`src/rtl/axis_packet_arbiter_pkg.sv`:
```
// Shared types and widths for the AXI-Stream switch output side.
// Holds the arbiter state encoding and the port index width helper.
package axis_sw_pkg;

  typedef enum logic {IDLE = 1'b0, LOCK = 1'b1} arb_state_t;

  localparam int AXIS_SW_ID_WIDTH   = 8;
  localparam int AXIS_SW_USER_WIDTH = 10;
  localparam int AXIS_SW_DATA_WIDTH = 8;

  // A single port still needs a 1-bit index.
  function automatic int idx_width(input int n);
    return (n > 2) ? $clog2(n) : 1;
  endfunction

endpackage

```
`src/rtl/axis_packet_arbiter_rr.sv`:
```
// Combinational round-robin picker: first requester at or after ptr,
// searching upward with wrap at N_PORTS.
module rr_arbiter
  import axis_sw_pkg::*;
#(
  parameter int N_PORTS = 4,
  parameter int IDX_W   = idx_width(N_PORTS)
) (
  input  logic [N_PORTS-1:0] req,
  input  logic [IDX_W-1:0]   ptr,
  output logic [IDX_W-1:0]   gnt_idx,
  output logic               gnt_vld
);

  int               cand;
  logic [IDX_W-1:0] cand_idx;

  always_comb begin
    gnt_idx  = '0;
    gnt_vld  = 1'b0;
    cand     = 0;
    cand_idx = '0;
    for (int i = 0; i < N_PORTS; i++) begin
      // Modulo keeps non-power-of-2 port counts in range.
      cand     = (int'(ptr) + i) % N_PORTS;
      cand_idx = IDX_W'(cand);
      if (!gnt_vld && req[cand_idx]) begin
        gnt_idx = cand_idx;
        gnt_vld = 1'b1;
      end
    end
  end

endmodule

```
`src/rtl/axis_packet_arbiter.sv`:
```
// N-to-1 packet-locked round-robin AXI-Stream arbiter.
// state | meaning:  IDLE | pick next port (bubble cycle)  LOCK | forward grant port until tlast
module axis_packet_arbiter
  import axis_sw_pkg::*;
#(
  parameter int N_PORTS      = 4,
  parameter int T_DATA_WIDTH = AXIS_SW_DATA_WIDTH,
  parameter int T_USER_WIDTH = AXIS_SW_USER_WIDTH,
  parameter int T_ID_WIDTH   = AXIS_SW_ID_WIDTH,
  localparam int IDX_W       = idx_width(N_PORTS)
) (
  input  logic                            clk,
  input  logic                            reset_n,
  input  logic [N_PORTS*T_ID_WIDTH-1:0]   s_id_i,
  input  logic [N_PORTS*T_DATA_WIDTH-1:0] s_data_i,
  input  logic [N_PORTS*T_USER_WIDTH-1:0] s_user_i,
  input  logic [N_PORTS-1:0]              s_last_i,
  input  logic [N_PORTS-1:0]              s_valid_i,
  output logic [N_PORTS-1:0]              s_ready_o,
  output logic [T_ID_WIDTH-1:0]           m_id_o,
  output logic [T_DATA_WIDTH-1:0]         m_data_o,
  output logic [T_USER_WIDTH-1:0]         m_user_o,
  output logic                            m_last_o,
  output logic                            m_valid_o,
  input  logic                            m_ready_i,
  output logic [IDX_W-1:0]                grant_o,
  output logic                            busy_o
);

  localparam logic [IDX_W-1:0] LAST_PORT = IDX_W'(N_PORTS - 1);

  arb_state_t       state;
  logic [IDX_W-1:0] rr_ptr;
  logic [IDX_W-1:0] grant;
  logic [IDX_W-1:0] gnt_idx;
  logic             gnt_vld;
  logic             locked;
  logic             sel_valid;
  logic             sel_last;

  rr_arbiter #(
    .N_PORTS (N_PORTS),
    .IDX_W   (IDX_W)
  ) u_rr (
    .req     (s_valid_i),
    .ptr     (rr_ptr),
    .gnt_idx (gnt_idx),
    .gnt_vld (gnt_vld)
  );

  assign locked = (state == LOCK);

  // Constant-base slices per port avoid a variable part-select on the bus.
  always_comb begin
    m_id_o    = '0;
    m_data_o  = '0;
    m_user_o  = '0;
    sel_valid = 1'b0;
    sel_last  = 1'b0;
    s_ready_o = '0;
    for (int k = 0; k < N_PORTS; k++) begin
      if (grant == IDX_W'(k)) begin
        m_id_o       = s_id_i[k*T_ID_WIDTH +: T_ID_WIDTH];
        m_data_o     = s_data_i[k*T_DATA_WIDTH +: T_DATA_WIDTH];
        m_user_o     = s_user_i[k*T_USER_WIDTH +: T_USER_WIDTH];
        sel_valid    = s_valid_i[k];
        sel_last     = s_last_i[k];
        s_ready_o[k] = locked & m_ready_i;
      end
    end
    m_valid_o = locked & sel_valid;
    m_last_o  = locked & sel_last;
  end

  assign grant_o = grant;
  assign busy_o  = locked;

  always_ff @(posedge clk or negedge reset_n) begin
    if (!reset_n) begin
      state  <= IDLE;
      rr_ptr <= '0;
      grant  <= '0;
    end else begin
      case (state)
        IDLE: begin
          if (gnt_vld) begin
            grant <= gnt_idx;
            state <= LOCK;
          end
        end
        LOCK: begin
          if (m_valid_o && m_ready_i && m_last_o) begin
            state  <= IDLE;
            rr_ptr <= (grant == LAST_PORT) ? '0 : grant + 1'b1;
          end
        end
        default: state <= IDLE;
      endcase
    end
  end

endmodule
```
`config.mk`:
```
export PLATFORM = sky130hd
export DESIGN_NAME = axis_packet_arbiter
export DESIGN_NICKNAME = d
export VERILOG_FILES = /design/src/rtl/axis_packet_arbiter_pkg.sv /design/src/rtl/axis_packet_arbiter_rr.sv /design/src/rtl/axis_packet_arbiter.sv
export SDC_FILE = /design/constraint.sdc
export NUM_CORES = 1
export LEC_CHECK = 0
export ABC_CLOCK_PERIOD_IN_PS = 2780
export BUFFER_PORTS_ARGS = -buffer_cell sky130_fd_sc_hd__buf_2
export CAP_MARGIN = 20
export CELL_PAD_IN_SITES_DETAIL_PLACEMENT = 1
export CELL_PAD_IN_SITES_GLOBAL_PLACEMENT = 1
export CORE_MARGIN = 2
export CORE_UTILIZATION = 22
export CTS_CLUSTER_SIZE = 24
export DETAILED_ROUTE_END_ITERATION = 7
export PLACE_DENSITY = 0.88
export SYNTH_ARGS = -nofsm -noshare
export SYNTH_HDL_FRONTEND = slang
export SYNTH_SLANG_ARGS = --single-unit
```
`constraint.sdc`:
```
create_clock -name clk -period 2.78 [get_ports clk]
set_input_delay 0.278 -clock clk [delete_from_list [all_inputs] [get_ports clk]]
set_output_delay 0.278 -clock clk [all_outputs]
set_load 0.02 [all_outputs]
```
## After elaboration in Yosys (flattened, before gate mapping)

Index checks and enable logic that the tools add are counted.

| operators by class | value |
|---|---|
| add/sub/neg operators | 4 |
| multiply operators | 0 |
| div/mod/pow operators | 0 |
| magnitude comparators | 4 |
| eq/ne operators | 3 |
| shifts and indexed selects | 0 |
| multiplexer cells | 44 |
| bitwise logic cells | 4 |
| reduce and logical (&&, ||, !) cells | 11 |

Operators by type and width:

| operator | count |
|---|---|
| 2-to-1 mux 8 bit | 8 |
| 2-to-1 mux 10 bit | 4 |
| 2-to-1 mux 1 bit | 22 |
| less-than comparator 2 x 3 -> 1 bit, second input constant | 4 |
| 2-to-1 mux 2 bit | 5 |
| binary-select mux 1 bit (select 2 bit) | 4 |
| logical AND 1 bit | 5 |
| adder 2 x 1 -> 2 bit, second input constant | 2 |
| adder 2 bit, second input constant | 2 |
| equality test 2 bit, second input constant | 2 |
| AND reduction 2 bit | 2 |
| bitwise AND 1 bit | 3 |
| logical NOT 1 bit | 3 |
| equality test 2 x 1 -> 1 bit, second input constant | 1 |
| logical NOT 2 bit | 1 |
| case mux 1 bit (2 select lines) | 1 |
| NOT 1 bit | 1 |

| storage, ports and cells | value |
|---|---|
| flip-flop bits (word level) | 5 |
| bits in latches | 0 |
| memory bits (writable) | 0 |
| memory bits (read-only) | 0 |
| bits of input ports | 115 |
| output and inout port bits | 35 |
| memories kept | 0 |

## Logic depth before layout (Yosys ltp)

Gate-level depths: netlist of run 1.

| depth | value |
|---|---|
| depth in word-level cells | 14 |
| mapped depth | 8 |
| gate-level depth less buffers | 6 |

## Cells and area by module

A second synthesis of run 1 with hierarchy kept.

| second synthesis, totals | value |
|---|---|
| cell total of the unflattened synthesis | 235 |
| area total of the unflattened synthesis | 1351.3 um^2 |

Modules (own cells, without submodules):

| module | times used | cells each | area each (um^2) | seq. area each (um^2) |
|---|---|---|---|---|
| axis_packet_arbiter | 1 | 220 | 1273.7 | 125.1 |
| rr_arbiter | 1 | 15 | 77.6 | 0.0 |

## Worst setup path after synthesis of run 1

OpenSTA, ideal clock, no wires.

| timing | value |
|---|---|
| path type | reg2out |
| start point | register grant[1], in the netlist grant_o[1] |
| end point | output m_id_o[5] |
| data arrival time | 1930 ps |
| required time | 2502 ps |
| path slack | 572 ps |
| stages on the path, launching flop included | 9 |
| buffers on the path | 2 |
| cell sequence | dfrtp_1 -> inv_1 -> ha_1 -> buf_6 -> clkbuf_1 -> nand3b_1 -> a21oi_1 -> a21oi_1 -> o21ai_0 |

| between the ends | value |
|---|---|
| cells in the longest elaborated chain, start to end | 5 |
| elaborated cells between the ends (all ways) | 8 |

RTL lines:

| element | line | source |
|---|---|---|
| start, declared | axis_packet_arbiter.sv:34 | `logic [IDX_W-1:0] grant;` |
| start signal, assigned | axis_packet_arbiter.sv:87 | `grant <= gnt_idx;` |
| logical NOT 2 bit | axis_packet_arbiter.sv:62 | `if (grant == IDX_W'(k)) begin` |
| 2-to-1 mux 8 bit (3 in series) | axis_packet_arbiter.sv:62 |  |
| 2-to-1 mux 8 bit (*) | axis_packet_arbiter.sv:62 |  |
| end, declared | axis_packet_arbiter.sv:20 | `output logic [T_ID_WIDTH-1:0] m_id_o,` |

Every way passes the cells marked *; elsewhere a longest branch is shown, timed or not.

## Worst setup path in the final report of run 1

| timing | value |
|---|---|
| start point | register grant[1], in the netlist grant_o[1] |
| end point | output m_id_o[2] |

The elaborated chain is that of the path after synthesis.

==> results of run 1 <==
==> layout make-up <==
type,count,area (um2),share of cell area
multi-input combinational,199,1115,0.5063
timing repair buffer,156,800.8,0.3636
sequential,5,125.1,0.05682
tap,75,93.84,0.04261
clock buffer,4,45.04,0.02045
inverter,6,22.52,0.01023
==> metal layers <==
layer,GRT usage,up-vias
met5,0,-
met4,0.03167,0
met3,0.03587,4
met2,0.3032,85
met1,0.1895,978
li1,-,1088
==> path summary, 6_finish.rpt <==
path | depth (start not counted) | from | end | slack [ns]
setup / recovery | 8 | grant_o[1] | m_id_o[2] | 0.26
hold / removal | 2 | reset_n | rr_ptr[1] | 0.41
setup reg to reg | 6 | grant_o[1] | rr_ptr[1] | 0.52
hold reg to reg | 1 | rr_ptr[0] | rr_ptr[0] | 0.53
max in group asynchronous | 2 | reset_n | busy_o | 2.24
min in group clk | 3 | s_valid_i[3] | grant_o[1] | 0.44
==> logic make-up (layout without fill, tap and decap cells) <==
kind of cell	count (synthesis)	count (layout)	share of synthesized area
AND/OR/NAND/NOR	102	102	0.4030
AO/OA/AOI/OAI	90	90	0.3538
buffers and inverters	27	166	0.08541
flip-flops	5	5	0.09285
adder cells (fa/ha/maj)	4	4	0.03714
multiplexers	3	3	0.02785
==> per-stage QoR <==
step / instance area, um2 / hold WS [ns] / setup slack, ns / util
after floorplan: 1348 / -0.01759 / 0.5719 / -
after global placement: 2147 / 0.09679 / 0.5760 / 0.3626
after detailed placement: 2147 / 0.1016 / 0.4662 / 0.3626
after CTS: 2202 / 0.4023 / 0.2244 / 0.3719
after global routing: 2202 / 0.4189 / 0.03190 / 0.3719
final: 2202 / 0.4096 / 0.2608 / 0.3719
==> Yosys cell counts <==
cell	instances
nor4_1	1
a21oi_1	54
nand3_1	1
clkbuf_1	11
nor2b_1	2
mux2_4	1
o21ai_0	29
buf_6	1
o22ai_1	1
o2bb2ai_1	1
o32ai_1	1
nand3b_4	1
nand3b_1	27
mux2_2	2
inv_1	6
a211oi_2	1
dfrtp_1	5
a222oi_1	1
and2_1	3
a21o_1	1
nor3_1	1
and3_1	5
ha_1	4
buf_1	4
nand4_2	1
nor3b_1	1
nand2_1	56
a211oi_1	1
nor2_1	3
buf_2	5
==> report_power, final <==
part           switching (mW)  internal (mW)
sequential             0.0491          0.106
combinational            1.31          0.807
clock                  0.0379         0.0986
==> critical path: stages (launching register included) <==
cell and delay (ns):
dfrtp_1 0.40, inv_1 0.12, ha_2 0.55, buf_4 0.32
nand2_1 0.08, a21oi_1 0.14, a21oi_1 0.05, o21ai_0 0.15
buf_2 0.19
==> flip-flops by register name, indices dropped and copies added (netlist names) <==
register	count
busy_o	1
rr_ptr	2
grant_o	2
==> repair_timing <==
action / CTS / global route
hold buffers: 1 / 0
endpoints found under the hold margin: 5 / 0
buffers inserted: 0 / 0
resized for setup: 0 / 0
==> run metrics, run 1 <==
Post-Layout Cell Count 445; site row count 28; yosys warns 0; Critical Path Fanout Max 37; # diodes 0; fin crit share 0.9062; H-Tree Depth 1; maximum vdd drop 0.4904 mV; CTS tree built; Net Count, Synth 350; CTS Buf Count 3; met2 WL 3027 um; Area Overhead vs Synth 63.42%; IO buf count 149; Routed WL 6125 um; Top Layer Used met4; Final Power 2.411 mW; MaxCap Viol Count 0; WL met3 595 um; DRT Pass-1 Iters 4; fin crit period 2.519 ns; area leader, netlist a21oi_1; sequential share of the synthesized area 0.09285; RSZ-0062 raised after global routing no; DRT antenna net count 0; Post-Syn Area 1348 um2; I/O pin cnt 150; largest net degree at the start of global routing 38; die footprint 6768 um2; Filler cells 844; LEAKAGE 1.117 nW; initial antenna violation count 0; Placed Instances 440; Finish-stage setup viols 0; CP Capture Type output pin; Arr. time, crit path 2.24 ns; Post-Route M1 WL 2459 um; Detailed Route Iter0 Violations 48; top area cells in the synthesized netlist a21oi_1, nand2_1, nand3b_1; Final HPWL DP 5001 um; Final Skew 0.002075 ns; drt via density 4.843; layout cells sized above 1 0.4514; Fmax 396.9 MHz; Die W 82.27 um; vias in the first global route 1,973; CP Class reg -> out; clock-pin slew on the worst setup and hold paths 0.04 ns; status completed; global-route wire length before repair 8901 um; final-report max-slew violation count 0; clock latency on the worst-skew pair 0.22 ns; Yosys reg bits 5; initial core utilization 0.2276; DRC 0; Clock Path Buffers 2; CTS root buf clkbuf_8; per-cell routed wire length 13.76 um; Synth top area share 0.2006; Nets 490; CP required 2.50 ns; setup TNS 0 ns; RePlAce Congestion 0.7746; crit start category register; height of the die 82.27 um; Gate Count Post-Synth 231; vias 2,155; CTS Sinks 5; Netlist cell types 30; max_slew headroom 0.6316; final hold violation count 0; Hold Crit Class in -> async; overall routing resource usage 0.1628; Slew @ Worst Pin 0.5525 ns; Pwr Density 1095 nW/um2; Congestion Overflow GR 0; most frequent cells in the layout buf_2, nand2_1, a21oi_1; most common cell after layout, fill and taps aside buf_2; Syn Area/Cell 5.834 um2; Core Box Area 5921 um2
No activity file was read; power rests on OpenSTA's default activity.
==> run 2, diff against run 1 <==
--- a/config.mk
+++ b/config.mk
@@ -5,16 +5,16 @@
 export SDC_FILE = /design/constraint.sdc
 export NUM_CORES = 1
 export LEC_CHECK = 0
-export ABC_CLOCK_PERIOD_IN_PS = 2780
+export ABC_CLOCK_PERIOD_IN_PS = 2700
 export BUFFER_PORTS_ARGS = -buffer_cell sky130_fd_sc_hd__buf_2
 export CAP_MARGIN = 20
 export CELL_PAD_IN_SITES_DETAIL_PLACEMENT = 1
 export CELL_PAD_IN_SITES_GLOBAL_PLACEMENT = 1
 export CORE_MARGIN = 2
-export CORE_UTILIZATION = 22
+export CORE_UTILIZATION = 20
 export CTS_CLUSTER_SIZE = 24
 export DETAILED_ROUTE_END_ITERATION = 7
-export PLACE_DENSITY = 0.88
+export PLACE_DENSITY = 0.82
 export SYNTH_ARGS = -nofsm -noshare
 export SYNTH_HDL_FRONTEND = slang
 export SYNTH_SLANG_ARGS = --single-unit
==> constraint.sdc (replaced) <==
create_clock -name clk -period 2.7 [get_ports clk]
set_input_delay 0.27 -clock clk [delete_from_list [all_inputs] [get_ports clk]]
set_output_delay 0.27 -clock clk [all_outputs]
set_load 0.02 [all_outputs]
==> run metrics, run 2 (synthesis gave the netlist of run 1 again) <==
vias 2,158 (+0.14%); Final Skew 0.0009438 ns (-0.001131 ns); Fmax 406.3 MHz; Clock Path Buffers 2 (unchanged); # diodes 0 (unchanged); Routed WL 6410 um (+4.7%); I/O pin cnt 150 (unchanged); fin crit period 2.461 ns; DRT Pass-1 Iters 4 (unchanged); site row count 29 (+3.6%); post-cts repair resize count 0 (unchanged); final-report max-slew violation count 0 (unchanged); Post-CTS Setup Repair Bufs 0 (unchanged); setup TNS 0 ns (unchanged); slowest CP cell ha_2; initial core utilization 0.2098 (-0.01778); CTS root buf clkbuf_8; layout cells sized above 1 0.4514 (unchanged); CTS Sinks 5 (unchanged); maximum vdd drop 0.6823 mV (+39%); max_slew headroom 0.6240 (-0.007645); clock-pin slew on the worst setup and hold paths 0.03 ns (about the same); crit-path cells inv_1, ha_2, buf_12, a211oi_1, a211oi_2, and2_1, buf_2; Final HPWL DP 5155 um (+3.1%); hold slack final 0.3931 ns (-0.01652 ns); Critical Path Fanout Max 36 (-2.7%); crit start category register; initial antenna violation count 0 (unchanged); worst path buffer plus inverter count 3 (unchanged); CTS Buf Count 3 (unchanged); vias in the first global route 2,048 (+3.8%); CP Class reg -> out; Pwr Density 1127 nW/um2 (+2.9%); Top Family by Delay on Critical Path buffers and inverters; RePlAce Congestion 0.8402 (+8.5%); hold_buf cts 1 (unchanged); CP Capture Type output pin; Reg-to-Reg Start grant_o[1]; Core Box Area 6422 um2 (+8.5%); largest net degree at the start of global routing 37 (-2.6%); LEAKAGE 1.121 nW (+0.35%); height of the die 86.09 um (+4.6%); Arr. time, crit path 2.19 ns (-0.05 ns); CP required 2.43 ns (-0.07 ns); die footprint 7411 um2 (+9.5%); Detailed Route Iter0 Violations 51 (+6.3%); Nets 490 (unchanged); DRT antenna net count 0 (unchanged); overall routing resource usage 0.1596 (-0.003233); final hold violation count 0 (unchanged); DRC 0 (unchanged); per-cell routed wire length 14.34 um (+4.2%); drt via density 4.828 (-0.31%); clock latency on the worst-skew pair 0.22 ns (about the same); Area Overhead vs Synth 64.53%; CTS tree built; Crit. Startpoint grant_o[1]; global-route wire length before repair 9818 um (+10%); H-Tree Depth 1 (unchanged); Filler cells 887 (+5.1%); Finish-stage setup viols 0 (unchanged); most common cell after layout, fill and taps aside buf_2; status completed; most frequent cells in the layout buf_2, nand2_1, a21oi_1; CP max stage delay 0.43 ns (-0.12 ns); Die W 86.09 um (+4.6%); RSZ-0062 raised after global routing no; Hold Crit Class in -> async; IO buf count 149 (unchanged); MaxCap Viol Count 0 (unchanged); fin crit share 0.9115; Congestion Overflow GR 0 (unchanged); Slew @ Worst Pin 0.5640 ns (+0.01147 ns)
## run 2: cell count changes in the layout (fill, tap and decap cells not counted)
cell	before	now
buf_4	6	5
buf_12	0	1
## run 2: worst paths after layout
check | end | slack (ns) | depth (start not counted)
max in group asynchronous | rr_ptr[0] | 2.18 | 2
min | grant_o[1] | 0.39 | 2
max reg2reg | rr_ptr[1] | 0.43 | 7
min in group clk | grant_o[1] | 0.46 | 3
max | m_last_o | 0.24 | 7
min reg2reg | rr_ptr[0] | 0.56 | 1
## run 2: area by class of cell
cell class	count	area, um2	share of cell area
clock buffers	4	45.04	0.02032
inverters	6	22.52	0.01016
multi-input cells	199	1115	0.5028
flip-flops and latches	5	125.1	0.05643
well taps	77	96.34	0.04345
repair buffers	156	813.3	0.3668
## run 2: worst reg2reg max path, cell delays in order, from the launching register on
cell	delay, ns
dfrtp_1	0.41
inv_1	0.12
ha_2	0.43
buf_12	0.23
a211oi_1	0.12
a211oi_2	0.35
nand4_2	0.17
mux2_4	0.33
## run 2: power by group
part           internal, mW  switching (mW)  total [mW]
logic                 0.845            1.36        2.20
clock network         0.101          0.0335       0.135
registers             0.109          0.0526       0.162
total                  1.06            1.44        2.50
## run 2: metrics by stage
| stage | cell area [um2] | utilization | instances | setup slack, ns | total power, mW |
|---|---|---|---|---|---|
| after floorplan | 1348 | - | 231 | 0.4999 | 1.692 |
| after global placement | 2162 | 0.3366 | 442 | 0.5543 | 2.337 |
| after detailed placement | 2162 | 0.3366 | 442 | 0.4382 | 2.386 |
| after CTS | 2217 | 0.3452 | 447 | 0.2210 | 2.531 |
| after global routing | 2217 | 0.3452 | 447 | 0.06842 | 2.757 |
| final | 2217 | 0.3452 | 447 | 0.2390 | 2.499 |
## run 2: per-layer routing
layer	wire [um]	track usage	part of all wire
met3	539	0.03369	0.084
met4	46	0.02742	0.0072
met1	2658	0.1928	0.41
met5	0	0	0
met2	3165	0.2918	0.49
==> run 3, diff against run 2 <==
--- a/config.mk
+++ b/config.mk
@@ -10,7 +10,6 @@
 export CAP_MARGIN = 20
 export CELL_PAD_IN_SITES_DETAIL_PLACEMENT = 1
 export CELL_PAD_IN_SITES_GLOBAL_PLACEMENT = 1
-export CORE_MARGIN = 2
 export CORE_UTILIZATION = 20
 export CTS_CLUSTER_SIZE = 24
 export DETAILED_ROUTE_END_ITERATION = 7
==> run metrics, run 3 (synthesis gave the netlist of run 1 again) <==
status finished with violations; failing checks design-rule violations; CTS Buf Count 3 (unchanged); Slew @ Worst Pin 0.4977 ns (-0.06629 ns); crit-path cells inv_1, ha_2, buf_4, a21oi_1, a21oi_1, o21ai_0, buf_2; Crit. Startpoint grant_o[0]; Detailed Route Iter0 Violations 102 (+100%); final hold violation count 0 (unchanged); setup TNS 0 ns (unchanged); Die W 84.09 um (-2.3%); Psw 1.448 mW (+0.31%); Post-CTS Setup Repair Bufs 0 (unchanged); hold slack final 0.3872 ns (-0.005874 ns); DP Worst Slack 0.4784 ns (+0.04013 ns); site row count 29 (unchanged); LEAKAGE 1.111 nW (-0.91%); Reg-to-Reg Start grant_o[1]; DRT Pass-1 Iters 7 (+3); clock-pin slew on the worst setup and hold paths 0.04 ns (about the same); CP Class reg -> out; MaxCap Viol Count 0 (unchanged); IO buf count 149 (unchanged); sw frac 0.5824 (+0.004862); Pwr Density 1129 nW/um2 (+0.15%); CP max stage delay 0.49 ns (+0.06 ns); Finish-stage setup viols 0 (unchanged); final-report max-slew violation count 0 (unchanged); Nets 488 (-0.41%); DRC 30 (+30); vias 2,199 (+1.9%); fin crit period 2.449 ns (-0.01228 ns); clock latency on the worst-skew pair 0.23 ns (about the same); fin crit share 0.9069 (-0.004550); global-route wire length before repair 9977 um (+1.6%); Final HPWL DP 4957 um (-3.8%); most frequent cells in the layout buf_2, nand2_1, a21oi_1; Congestion Overflow GR 0 (unchanged); reg2reg path depth 7 (unchanged); height of the die 84.09 um (-2.3%); CTS tree built; drt via density 4.942 (+2.4%); initial antenna violation count 0 (unchanged); max_slew headroom 0.6682 (+0.04419); maximum vdd drop 0.6159 mV (-9.7%); per-cell routed wire length 14.17 um (-1.2%); CTS root buf clkbuf_8; H-Tree Depth 1 (unchanged); Int Pwr 1.038 mW (-1.7%); Filler cells 910 (+2.6%); Hold Crit Class in -> async; overall routing resource usage 0.1701 (+0.01049); Fmax 408.4 MHz (+0.50%); Critical Path Fanout Max 32 (-11%); fin util 0.3429 (-0.002338); Core Box Area 6422 um2 (unchanged); DRT antenna net count 0 (unchanged); slowest CP cell ha_2; Final Skew 0.004240 ns (+0.003296 ns); die footprint 7070 um2 (-4.6%); vias in the first global route 2,104 (+2.7%); CP Capture Type output pin; layout cells sized above 1 0.4484 (-0.002982); Reg power frac 0.065 (about the same); CP dominant cell by count a21oi_1; CTS Sinks 5 (unchanged); CP required 2.43 ns (about the same); Arr. time, crit path 2.18 ns (about the same); # diodes 0 (unchanged); Routed WL 6306 um (-1.6%); I/O pin cnt 150 (unchanged); most common cell after layout, fill and taps aside buf_2; largest net degree at the start of global routing 36 (-2.7%); crit start category register; initial core utilization 0.2098 (unchanged); Clock Path Buffers 2 (unchanged); RePlAce Congestion 0.8401 (about the same); Final WS setup 0.2513 ns (+0.01228 ns); Area Overhead vs Synth 63.42%; RSZ-0062 raised after global routing no; Gate power share 0.878 (-0.003); clock power share 0.057 (+0.003)
==> run 3: critical path: cells and delay by family, from the launching register on <==
kind                       cells  cell delay (ns)
AOI/OAI and AO/OA              3             0.32
adders and majority gates      1             0.49
buffers and inverters          3             0.69
DFF                            1             0.43
==> run 3: repair_timing <==
action,4_1_cts,5_1_grt
endpoints found under the hold margin,5,0
resized for setup,0,0
hold buffers,1,0
==> run 3: path summary, 6_finish.rpt <==
kind                               endpoint  slack (ns)
worst min register to register    rr_ptr[0]        0.54
min in group clk                 grant_o[1]        0.45
max in group asynchronous        grant_o[1]        2.18
worst max register to register    rr_ptr[1]        0.51
worst min-delay path                 busy_o        0.39
worst max-delay path            m_data_o[7]        0.25
==> run 3: power groups by stage <==
| stage | Sequential [mW] | Clock (mW) | Combinational, mW |
|---|---|---|---|
| 6_report | 0.162 | 0.142 | 2.18 |
| 5_1_grt | 0.167 | 0.145 | 2.39 |
| 4_1_cts | 0.161 | 0.147 | 2.20 |
| 3_5_place_dp | 0.162 | 0 | 2.19 |
| 3_3_place_gp | 0.155 | 0 | 2.15 |
| 2_1_floorplan | 0.168 | 0 | 1.52 |
==> run 3: routing by layer <==
layer  track usage  routed length [um]  vias up  share of wire
met5             0                   0        -              0
met4       0.04075                  85        0          0.013
met3       0.01286                 439        9          0.070
met2        0.3145                3124       88           0.50
met1        0.2118                2657     1017           0.42
li1              -                   -     1085              -
==> run 3: final cells by class <==
type,instances,area [um2],share of cell area
clock buffer,4,45.04,0.02045
timing repair buffer,154,798.3,0.3625
inverter,6,22.52,0.01023
sequential,5,125.1,0.05682
multi-input combinational,199,1115,0.5063
tap,77,96.34,0.04375
==> run 3: metrics by stage <==
step	std cells	power, mW	cell area [um2]
floorplan	231	1.692	1348
global placement	440	2.309	2147
detailed placement	440	2.355	2147
CTS	445	2.511	2202
global route	445	2.707	2202
finish	445	2.486	2202
